==> config.mk <==
export PLATFORM = sky130hd
export DESIGN_NAME = lsu_bram
export DESIGN_NICKNAME = d
export VERILOG_FILES = /design/src/rtl/lsu_bram.sv
export SDC_FILE = /design/constraint.sdc
export NUM_CORES = 1
export LEC_CHECK = 0
export CORE_ASPECT_RATIO = 2
export CORE_MARGIN = 3
export CORE_UTILIZATION = 41
export DETAILED_ROUTE_END_ITERATION = 6
export PLACE_DENSITY = 0.76
export RECOVER_POWER = 50
export SYNTH_ARGS = -nofsm -noshare
export SYNTH_HDL_FRONTEND = slang
export SYNTH_SLANG_ARGS = --single-unit
==> constraint.sdc <==
create_clock -name i_clk -period 1.7 [get_ports i_clk]
set_input_delay 0.34 -clock i_clk [delete_from_list [all_inputs] [get_ports i_clk]]
set_output_delay 0.34 -clock i_clk [all_outputs]
set_load 0.02 [all_outputs]
==> src/rtl/lsu_bram.sv <==
// Load/store unit: RISC-V LB/LH/LW/LBU/LHU/SB/SH/SW requests to word-wide bram_rv transactions.
// Optional build macro LSU_MISALIGN_TRAP_EN: misaligned half/word accesses raise err instead of being masked.
module lsu_bram #(
   parameter int ADDR_WIDTH = 10,
   parameter int DATA_WIDTH = 32
) (
   input  logic                  i_clk,
   input  logic                  i_rst,
   input  logic                  i_req_valid,
   output logic                  o_req_ready,
   input  logic                  i_req_we,
   input  logic [2:0]            i_req_funct3,
   input  logic [ADDR_WIDTH+1:0] i_req_addr,
   input  logic [DATA_WIDTH-1:0] i_req_wdata,
   output logic                  o_resp_valid,
   output logic [DATA_WIDTH-1:0] o_resp_rdata,
   output logic                  o_resp_err,
   output logic [ADDR_WIDTH-1:0] o_mem_addr,
   output logic [DATA_WIDTH-1:0] o_mem_data,
   output logic [3:0]            o_mem_byte_write_enable,
   output logic                  o_mem_wr_valid,
   input  logic                  i_mem_wr_ready,
   output logic                  o_mem_rd_ready,
   input  logic                  i_mem_rd_valid,
   input  logic [DATA_WIDTH-1:0] i_mem_data
);

   typedef enum logic [1:0] {
      IDLE = 2'd0,
      WR   = 2'd1,
      RD   = 2'd2,
      RESP = 2'd3
   } state_t;

   function automatic logic [1:0] align_off(input logic [2:0] f3, input logic [1:0] off);
      case (f3[1:0])
         2'b00:   return off;
         2'b01:   return {off[1], 1'b0};
         default: return 2'b00;
      endcase
   endfunction

   function automatic logic [31:0] steer_data(input logic [2:0] f3, input logic [31:0] wd);
      case (f3[1:0])
         2'b00:   return {4{wd[7:0]}};
         2'b01:   return {2{wd[15:0]}};
         default: return wd;
      endcase
   endfunction

   function automatic logic [3:0] steer_be(input logic [2:0] f3, input logic [1:0] off);
      case (f3[1:0])
         2'b00:   return 4'b0001 << off;
         2'b01:   return 4'b0011 << {off[1], 1'b0};
         default: return 4'b1111;
      endcase
   endfunction

   function automatic logic [31:0] extract(input logic [2:0] f3, input logic [1:0] off,
                                           input logic [31:0] word);
      logic [7:0]  b;
      logic [15:0] h;
      b = word[{off, 3'b000} +: 8];
      h = off[1] ? word[31:16] : word[15:0];
      case (f3)
         3'b000:  return {{24{b[7]}}, b};
         3'b100:  return {24'd0, b};
         3'b001:  return {{16{h[15]}}, h};
         3'b101:  return {16'd0, h};
         default: return word;
      endcase
   endfunction

   state_t                  state_r, state_nxt_s;
   logic [ADDR_WIDTH-1:0]   addr_r, addr_nxt_s;
   logic [31:0]             data_r, data_nxt_s;
   logic [3:0]              be_r, be_nxt_s;
   logic [2:0]              f3_r;
   logic [1:0]              off_r, off_al_s;
   logic                    err_r, err_nxt_s;
   logic                    accept_s, bad_f3_s, misalign_s, illegal_s;
   logic [31:0]             rdata_s;

   // Request decode, next-state selection and next payload values
   always_comb begin
      accept_s = i_req_valid && (state_r == IDLE);
      off_al_s = align_off(i_req_funct3, i_req_addr[1:0]);
      if (i_req_we) begin
         bad_f3_s = i_req_funct3[2] || (i_req_funct3[1:0] == 2'b11);
      end else begin
         bad_f3_s = (i_req_funct3 == 3'b011) || (i_req_funct3[2:1] == 2'b11);
      end
`ifdef LSU_MISALIGN_TRAP_EN
      misalign_s = ((i_req_funct3[1:0] == 2'b01) && i_req_addr[0]) ||
                   ((i_req_funct3[1:0] == 2'b10) && (i_req_addr[1:0] != 2'b00));
`else
      misalign_s = 1'b0;
`endif
      illegal_s  = bad_f3_s || misalign_s;
      addr_nxt_s = accept_s ? i_req_addr[ADDR_WIDTH+1:2] : addr_r;
      data_nxt_s = accept_s ? steer_data(i_req_funct3, i_req_wdata) : data_r;
      be_nxt_s   = accept_s ? steer_be(i_req_funct3, off_al_s) : be_r;
      err_nxt_s  = accept_s ? illegal_s : err_r;
      if ((state_r == RD) && i_mem_rd_valid) begin
         rdata_s = extract(f3_r, off_r, i_mem_data);
      end else begin
         rdata_s = 32'd0;
      end

      state_nxt_s = state_r;
      case (state_r)
         IDLE: begin
            if (!accept_s) begin
               state_nxt_s = IDLE;
            end else if (illegal_s) begin
               state_nxt_s = RESP;
            end else if (i_req_we) begin
               state_nxt_s = WR;
            end else begin
               state_nxt_s = RD;
            end
         end
         WR: begin
            if (i_mem_wr_ready) begin
               state_nxt_s = RESP;
            end else begin
               state_nxt_s = WR;
            end
         end
         RD: begin
            if (i_mem_rd_valid) begin
               state_nxt_s = RESP;
            end else begin
               state_nxt_s = RD;
            end
         end
         RESP:    state_nxt_s = IDLE;
         default: state_nxt_s = IDLE;
      endcase
   end

   // State, request payload and registered outputs decoded from the next state
   always_ff @(posedge i_clk) begin
      if (i_rst) begin
         state_r                 <= IDLE;
         addr_r                  <= '0;
         data_r                  <= 32'd0;
         be_r                    <= 4'd0;
         f3_r                    <= 3'd0;
         off_r                   <= 2'd0;
         err_r                   <= 1'b0;
         o_req_ready             <= 1'b1;
         o_mem_wr_valid          <= 1'b0;
         o_mem_rd_ready          <= 1'b0;
         o_mem_addr              <= '0;
         o_mem_data              <= '0;
         o_mem_byte_write_enable <= 4'd0;
         o_resp_valid            <= 1'b0;
         o_resp_err              <= 1'b0;
         o_resp_rdata            <= '0;
      end else begin
         state_r <= state_nxt_s;
         if (accept_s) begin
            addr_r <= addr_nxt_s;
            data_r <= data_nxt_s;
            be_r   <= be_nxt_s;
            f3_r   <= i_req_funct3;
            off_r  <= off_al_s;
            err_r  <= illegal_s;
         end
         o_req_ready             <= (state_nxt_s == IDLE);
         o_mem_wr_valid          <= (state_nxt_s == WR);
         o_mem_rd_ready          <= (state_nxt_s == RD);
         o_mem_addr              <= ((state_nxt_s == WR) || (state_nxt_s == RD)) ? addr_nxt_s : '0;
         o_mem_data              <= (state_nxt_s == WR) ? data_nxt_s : '0;
         o_mem_byte_write_enable <= (state_nxt_s == WR) ? be_nxt_s : 4'd0;
         o_resp_valid            <= (state_nxt_s == RESP);
         o_resp_err              <= (state_nxt_s == RESP) ? err_nxt_s : 1'b0;
         o_resp_rdata            <= (state_nxt_s == RESP) ? rdata_s : '0;
      end
   end

endmodule
# Word level (Yosys, flattened, before mapping)
# Index checks and enable logic that the tools add are counted.
[word_totals] register_bits=137 wordCells=65 inputBits=85
[op_classes] n_eq_ne=13 shift=3 n_mux=16 bitwise_logic=4 n_reduce_logical=13
[op_table] operator="32-bit case mux with 4 select lines" n=1
[op_table] operator="32-bit case mux with 2 select lines" n=1
[op_table] operator="32-bit 2-to-1 mux" n=1
[op_table] operator="32-bit by 6-bit indexed part select with 8-bit output" n=1
[op_table] operator="16-bit 2-to-1 mux" n=1
[op_table] operator="2-bit equality test, second input constant" n=6
[op_table] operator="10-bit 2-to-1 mux" n=1
[op_table] operator="2-bit 2-to-1 mux" n=4
[op_table] operator="2-bit case mux with 4 select lines" n=1
[op_table] operator="4-bit case mux with 2 select lines" n=1
[op_table] operator="2-bit by 1-bit equality test with 1-bit output, second input constant" n=3
[op_table] operator="3-bit equality test, second input constant" n=2
[op_table] operator="2-bit zero test" n=3
[op_table] operator="2-bit OR reduction" n=3
[op_table] operator="4-bit 2-to-1 mux" n=1
[op_table] operator="1-bit NOT" n=4
[op_table] operator="2-bit case mux with 2 select lines" n=1
[op_table] operator="1-bit by 2-bit << shifter with 4-bit output, first input constant" n=1
[op_table] operator="2-bit by 2-bit << shifter with 4-bit output, first input constant" n=1
[op_table] operator="3-bit by 1-bit equality test with 1-bit output, second input constant" n=1
[op_table] operator="3-bit by 2-bit equality test with 1-bit output, second input constant" n=1
[op_table] operator="3-bit zero test" n=1
[op_table] operator="1-bit logical OR" n=3
[op_table] operator="1-bit 2-to-1 mux" n=3
[op_table] operator="other kinds (2)" n=3

# Logic depth before layout (Yosys ltp)
# Gate-level depths: netlist of run 1.
[logic_depth] depth_word=10 ltp_mapped=8

# Worst setup path before layout of run 1
# OpenSTA, ideal clock, no wires.
[synth_path] kind="register to register" startpoint="register state_r[1]" endpoint="register o_mem_byte_write_enable[0]" t_arrival_ps=1702 synth_period_minus_slack_ps=1822 path_buffers=4 setup_ps=120 setup_slack_ps=-122 stages_incl_launch_ff=9 t_required_ps=1580 path_cell_list="dfxtp_1 > buf_4 > or3b_2 > buf_2 > nor3_4 > or4_1 > buf_4 > buf_6 > nor2_1"
[synth_between] elab_chain_len=7
[synth_rtl] element="start, declared" line_no="74" source="state_t state_r, state_nxt_s;"
[synth_rtl] element="start signal, assigned" line_no="162" source="state_r <= state_nxt_s;"
[synth_rtl] element="2-bit zero test" line_no="86, 111"
[synth_rtl] element="1-bit logical AND" line_no="86" source="accept_s = i_req_valid && (state_r == IDLE);"
[synth_rtl] element="2-bit 2-to-1 mux" line_no="113" source="if (!accept_s) begin"
[synth_rtl] element="2-bit case mux with 4 select lines" line_no="111" source="case (state_r)"
[synth_rtl] element="2-bit by 1-bit equality test with 1-bit output" line_no="176" source="o_mem_byte_write_enable <= (state_nxt_s == WR) ? be_nxt_s : 4'd0;"
[synth_rtl] element="1-bit NOT (no source line)"
[synth_rtl] element="2-bit OR reduction (no source line)"
[synth_rtl] element="end signal, assigned" line_no="176"
[synth_rtl] element="end, declared" line_no="20" source="output logic [3:0] o_mem_byte_write_enable,"
# Parallel ways exist; a longest one is shown, timed or not.
# A chain may end at the register's enable or synchronous reset.

# Worst setup path after layout of run 1
[layout_path] startpoint="register state_r[0]" endpoint="register o_mem_data[10]"
[layout_between] elab_chain_len=7
[layout_rtl] element="2-bit zero test" line_no="86, 111"
[layout_rtl] element="1-bit logical AND" line_no="86"
[layout_rtl] element="2-bit 2-to-1 mux" line_no="113"
[layout_rtl] element="2-bit case mux with 4 select lines" line_no="111"
[layout_rtl] element="2-bit by 1-bit equality test with 1-bit output" line_no="175" source="o_mem_data <= (state_nxt_s == WR) ? data_nxt_s : '0;"
[layout_rtl] element="1-bit NOT (no source line)"
[layout_rtl] element="2-bit OR reduction (no source line)"
[layout_rtl] element="end signal, assigned" line_no="175"
[layout_rtl] element="end, declared" line_no="19" source="output logic [DATA_WIDTH-1:0] o_mem_data,"
# Parallel ways exist; a longest one is shown, timed or not.

==> metrics.cfg, run 1 <==
[status]
status = finished with violations
violations = setup timing

[yosys]
yosys_warnings = 0
synthesis.area_sq_um = 5040
ys_async_sr_fraction = 0
yosysSeqAreaShare = 0.544
synthTopCellsByArea = dfxtp_1, nor2_1, mux2i_1, nand2_1, a21oi_1
synth-seq-cells = 137
syn_nets = 650
ys_types = 41
synth_top_cell_area_share = 0.544
synth_edf_count = 0
synth_largest_area_cell = dfxtp_1
netlist_instances = 565
synth-main-ff-cell = dfxtp_1
syn_area_per_cell_sq_um = 8.92

[cells_and_area]
fin_area_sq_um = 7680
final_cell_mix = dfxtp_1, clkdlybuf4s50_1, nor2_1, nand2_1, a21oi_1
antennaDiodeCount = 0
drive_gt1_frac = 0.145
layout_commonest_cell = dfxtp_1
syn_to_final_growth_pct = 52.4
fin_nets = 844

[setup_path]
cp_cell_sequence = nand2b_4 > a221o_1 > or4_4 > buf_12 > nor2_1
cp_max_fo = 37
path_class = flop to flop
start_kind = flop
end_kind = flop
crit_buf_inv = 1
cpMaxStageDelayCell = or4_4
worst-r2r-setup-slack_ns = -0.02
reg2reg_from = state_r[0]
path_delay_family = simple AND/OR/NAND/NOR gates
slowest_delay_ns = 0.52
rr_worst_depth = 5
rr_endpoint = o_mem_data[10]
cp.required_ns = 2.04
crit_arrival_ns = 2.06

[timing]
fmax_mhz = 580
worst_slew_pin_slew_ns = 0.400
timing.final.max_slew_violations = 0
finalSetupViolCount = 2
finalHoldViolations = 0
period_needed_ns = 1.72
fin_crit_sh = 1.01
finalWorstSetupSlack_ns = -0.0245
max_slew_margin = 0.733
rsz0062_at_grt = yes
skew_ns = 0.0107

[floorplan]
dieArea_sq_um = 13700
num_rows = 56
chipWidth_um = 84.4
coreArea_sq_um = 11800
die_y_um = 163
io_pins = 168
start_util = 0.425

[detailed_routing]
remaining_drc_errors = 0
post_drt_wl_per_cell_um = 16.7
vias = 4775
final_antenna_net_count = 0
drt_wl_total_mm = 15.3
wl_met1_mm = 5.40
drt_iter0_drc = 222
via_per_inst = 5.22
routed.top_layer = met4
wl_met3_um = 975
dr.pass1.iters = 7
wl_met2_mm = 8.31

[min_path]
min_from = i_rst
min_to = addr_r[9]
hold_path_class = input port to flop
min_delay_path_depth = 3

[placement]
portBuffers = 167
place_congestion = 0.884
dpl.hpwl_mm = 11.2
place_area_sq_um = 7150

[global_route]
grt_use_total = 0.225
grt_overflow = 0
antenna_found_initial = 0
grt_pass1_wl_mm = 24.3
grt_pass1_vias = 4841
grt_max_degree = 38

[power_and_ir_drop]
pwr-share-seq = 0.383
vdd_ir_drop_max_v = 0.000811
p_sw_frac = 0.245
p_per_area_nw_per_um2 = 1190
finalPower_mw = 9.14
p_sw_mw = 2.24
intPower_mw = 6.90
p_clk_frac = 0.451
p_leak_nw = 3.12
power_frac_comb = 0.166

[clock_network]
cts_sinks = 137
cts.reportedPaths.clkPinSlew_ns = 0.06
cts_setup_buffers = 0
hold_buffers = 0
cts.path.max_buffers = 2
root_buffer = clkbuf_16
clock_latency_ns = 0.41
htree_num_levels = 4
cts_buffers = 17
cts_tree = built

[run]
cap_violations = 0

==> stage by stage <==
| step | hold slack, ns | TNS, ns | util | setup slack [ns] | cells |
|---|---|---|---|---|---|
| after floorplan | 0.434 | -0.114 | - | -0.00430 | 565 |
| after global routing | 0.392 | -2.09 | 0.648 | -0.0921 | 915 |
| final | 0.382 | -0.0275 | 0.648 | -0.0245 | 915 |
| after detailed placement | 0.451 | -45.31 | 0.604 | -0.564 | 885 |
| after CTS | 0.363 | -0.0447 | 0.660 | -0.0248 | 915 |
| after global placement | 0.442 | -40.98 | 0.604 | -0.517 | 885 |
==> power groups by stage <==
stage | registers (mW) | clock network (mW) | logic, mW
final | 3.50 | 4.12 | 1.52
after global routing | 3.53 | 4.30 | 1.65
after CTS | 3.51 | 4.17 | 1.56
after detailed placement | 3.58 | 0 | 1.55
after global placement | 3.57 | 0 | 1.51
after floorplan | 3.67 | 0 | 0.710
==> worst reg2reg max path: stages (launching register included) <==
cell and delay [ns]:
dfxtp_2 0.35, nand2b_4 0.15, a221o_1 0.32, or4_4 0.52, buf_12 0.19, nor2_1 0.14
==> how the worst max path moves through the flow <==
stage               startpoint                         end  cells past startpoint
6_report            state_r[0]              o_mem_data[10]                      5
5_1_grt             state_r[0]              o_mem_data[26]                      5
4_1_cts             state_r[0]              o_mem_data[10]                      5
3_5_place_dp   i_req_funct3[0]              o_mem_data[10]                      6
3_3_place_gp   i_req_funct3[2]              o_mem_data[24]                      6
2_1_floorplan       state_r[1]  o_mem_byte_write_enable[0]                      7
==> cells by family after synthesis <==
group | after synthesis | share of synthesized area
mux | 39 | 0.0780
compound gates | 123 | 0.150
flops | 137 | 0.544
buf+inv | 49 | 0.0430
simple gates | 217 | 0.185
==> per-layer routing <==
layer / vias to the layer above / GRT usage
met5: - / 0
met1: 2227 / 0.238
met4: 0 / 0.107
met2: 210 / 0.411
met3: 34 / 0.0537
li1: 2304 / -
==> flip-flops by register name, indices dropped and copies added, names as in the netlist <==
register	cells
data_r	32
o_resp_valid	1
f3_r	3
o_mem_data	32
addr_r	10
o_resp_err	1
o_mem_byte_write_enable	4
o_mem_rd_ready	1
be_r	4
o_mem_wr_valid	1
o_req_ready	1
o_resp_rdata	32
err_r	1
state_r	2
off_r	2
o_mem_addr	10
==> Yosys cell counts (3+ instances only) <==
cell type  number
a21o_1          3
a21oi_1        51
a221oi_1        4
a22oi_1         7
a31o_2          8
a31oi_1         8
and3_1         10
buf_6           3
clkbuf_1       34
dfxtp_1       137
inv_1           6
mux2i_1        37
nand2_1        73
nand2b_1       10
nand3_1         3
nor2_1        101
nor3_1          7
o21ai_0        25
o221a_2         3
o22ai_1         3
or3b_2          3
==> final cells by class <==
cell class	instances	area (sq um)
fill	987	4170
timing repair buffer	218	1930
tap	145	181
clock inverter	12	224
sequential	137	2750
multi-input combinational	379	2130
clock buffer	18	439
inverter	6	22.5
==> repair_timing <==
action | CTS | global route
resized for setup | 28 | 26
setup endpoints to repair | 79 | 67
pin swaps | 0 | 0
hold endpoints to repair | 0 | 0
Power figures use the tool's default switching activity.
==> run 2, diff against run 1 <==
- ABC_CLOCK_PERIOD_IN_PS: not set -> 1700
- REMOVE_ABC_BUFFERS: not set -> 1
==> run 2 against run 1 <==
The flow still finishes with violations (setup timing). Clock power shrank 7.0%. Routed wire length grew 0.20%. Sequential share of layout area shrank 0.47 points. Largest cell class unchanged. Sequential cell count is the same. Via count grew 0.46%. Non-clock buffer count shrank 8. Setup slack lost 0.023 ns. Register-to-register slack lost 0.02 ns. Global-route usage shrank 0.49 points. Cell count shrank 0.55%. Combinational power grew 3%. Highest routed layer unchanged. Largest power group unchanged. Critical path depth is the same.
==> metrics.cfg, run 2 (synthesized netlist as in run 1, its figures left out) <==
[clock_network]
hold_buffers = 0
root_buffer = clkbuf_16
cts_tree = built
cts.path.max_buffers = 2
cts_sinks = 137
clock_latency_ns = 0.41
cts.reportedPaths.clkPinSlew_ns = 0.06
cts_buffers = 17
htree_num_levels = 4

[setup_path]
crit_arrival_ns = 2.09
cp_max_fo = 19
worst-r2r-setup-slack_ns = -0.05
start_kind = flop
crit_buf_inv = 1
path_delay_family = simple AND/OR/NAND/NOR gates
slowest_delay_ns = 0.57
path_class = flop to flop
cp_cell_sequence = nor3_1 > a221o_1 > or4_4 > buf_12 > nor2_1
cp.required_ns = 2.05
end_kind = flop
cpMaxStageDelayCell = or4_4

[global_route]
grt_max_degree = 42
grt_overflow = 0
grt_pass1_wl_mm = 23.8
grt_use_total = 0.220
antenna_found_initial = 1
grt_pass1_vias = 5023

[detailed_routing]
dr.pass1.iters = 6
final_antenna_net_count = 0
drt_wl_total_mm = 15.3
post_drt_wl_per_cell_um = 16.8
vias = 4797
via_per_inst = 5.27
remaining_drc_errors = 0
drt_iter0_drc = 281

[placement]
dp.cells = 876
dpl.hpwl_mm = 11.1
place_area_sq_um = 7030
place_congestion = 0.832
portBuffers = 167

[cells_and_area]
instances_no_fill = 910
fin_area_sq_um = 7770
syn_to_final_growth_pct = 54.3
layout_commonest_cell = dfxtp_1
top_regs = data_r (32), o_mem_data (32), o_resp_rdata (32)
drive_gt1_frac = 0.141
final_cell_mix = dfxtp_1, clkdlybuf4s50_1, nor2_1, nand2_1, a21oi_1
fin_nets = 836
nFillCells = 953

[floorplan]
dieArea_sq_um = 13700
io_pins = 168
die_y_um = 163
chipWidth_um = 84.4
start_util = 0.425
num_rows = 56
coreArea_sq_um = 11800

[power_and_ir_drop]
p_per_area_nw_per_um2 = 1140
p_sw_frac = 0.255
p_clk_frac = 0.431
p_leak_nw = 3.41
vdd_ir_drop_max_v = 0.000820
pwr-share-seq = 0.394
finalPower_mw = 8.89
p_sw_mw = 2.27
power_frac_comb = 0.175
intPower_mw = 6.62

[timing]
period_needed_ns = 1.75
skew_ns = 0.00853
fin_crit_sh = 1.03
finalWorstSetupSlack_ns = -0.0478
rsz0062_at_grt = yes
timing.final.max_slew_violations = 0
fmax_mhz = 572
finalHoldViolations = 0
max_slew_margin = 0.635
worst_slew_pin_slew_ns = 0.548
finalSetupViolCount = 45

[run]
cap_violations = 0

[min_path]
hold_path_class = input port to flop

[status]
status = finished with violations
violations = setup timing

[run 2: cell types whose count changed in the layout (fill, tap and decap cells not counted), moves of 3 or more]
cell             change
clkbuf_1            -23
dlymetal6s2s_1      +15
buf_4                -9
clkdlybuf4s50_1      +5
buf_6                +3
nor2_1               -3
nor2_2               +3
[run 2: worst paths after layout]
check | start | endpoint | depth (start not counted)
worst min register to register | addr_r[1] | addr_r[1] | 2
worst max register to register | state_r[1] | o_mem_data[17] | 5
worst min-delay path | i_rst | state_r[1] | 2
worst max-delay path | state_r[1] | o_mem_data[17] | 5
[run 2: metrics by stage]
step                 util  hold WS (ns)  TNS [ns]  setup slack (ns)
floorplan               -         0.409   -228.39             -2.90
CTS                 0.650         0.179    -0.292           -0.0276
detailed placement  0.594         0.449    -51.46            -0.685
global route        0.656         0.200     -3.38            -0.105
global placement    0.594         0.442    -46.44            -0.625
finish              0.656         0.193     -1.09           -0.0478
[run 2: worst register-to-register path, delay by kind of cell (launching register included)]
kind | cells | cell delay, ns
and+or+nand+nor | 3 | 0.77
buffers and inverters | 1 | 0.18
DFF | 1 | 0.37
AOI/OAI and AO/OA | 1 | 0.38
[run 2: per-layer routing]
| metal | wire length [um] | vias to the layer above | track usage |
|---|---|---|---|
| met1 | 5390 | 2250 | 0.213 |
| met3 | 851 | 50 | 0.0522 |
| met2 | 8310 | 210 | 0.412 |
| met4 | 730 | 0 | 0.131 |
| met5 | 0 | - | 0 |
| li1 | - | 2287 | - |
[run 2: what timing repair did]
item / 4_1_cts / 5_1_grt
setup buffers: 1 / 0
pin swaps: 1 / 0
setup endpoints to repair: 70 / 74
resized for setup: 37 / 25
[run 2: layout make-up]
type,instances,area [sq um],area share
repair buffers,210,2060,0.265
flip-flops and latches,137,2750,0.353
multi-input cells,379,2140,0.275
diodes,1,2.50,0.000322
clock inverters,14,195,0.0251
well taps,145,181,0.0233
clock buffers,18,429,0.0552
inverters,6,22.5,0.00290
[run 2: power by group through the flow]
stage	sequential (mW)	clock [mW]	combinational, mW
floorplan	3.69	0	0.599
global placement	3.56	0	1.47
detailed placement	3.57	0	1.50
CTS	3.50	3.89	1.54
global route	3.52	4.01	1.69
finish	3.50	3.83	1.56
==> run 3, diff against run 2 <==
- SLEW_MARGIN: not set -> 25
==> results of run 3 <==
The final DEF is identical to that of run 2; final timing and power are the same.
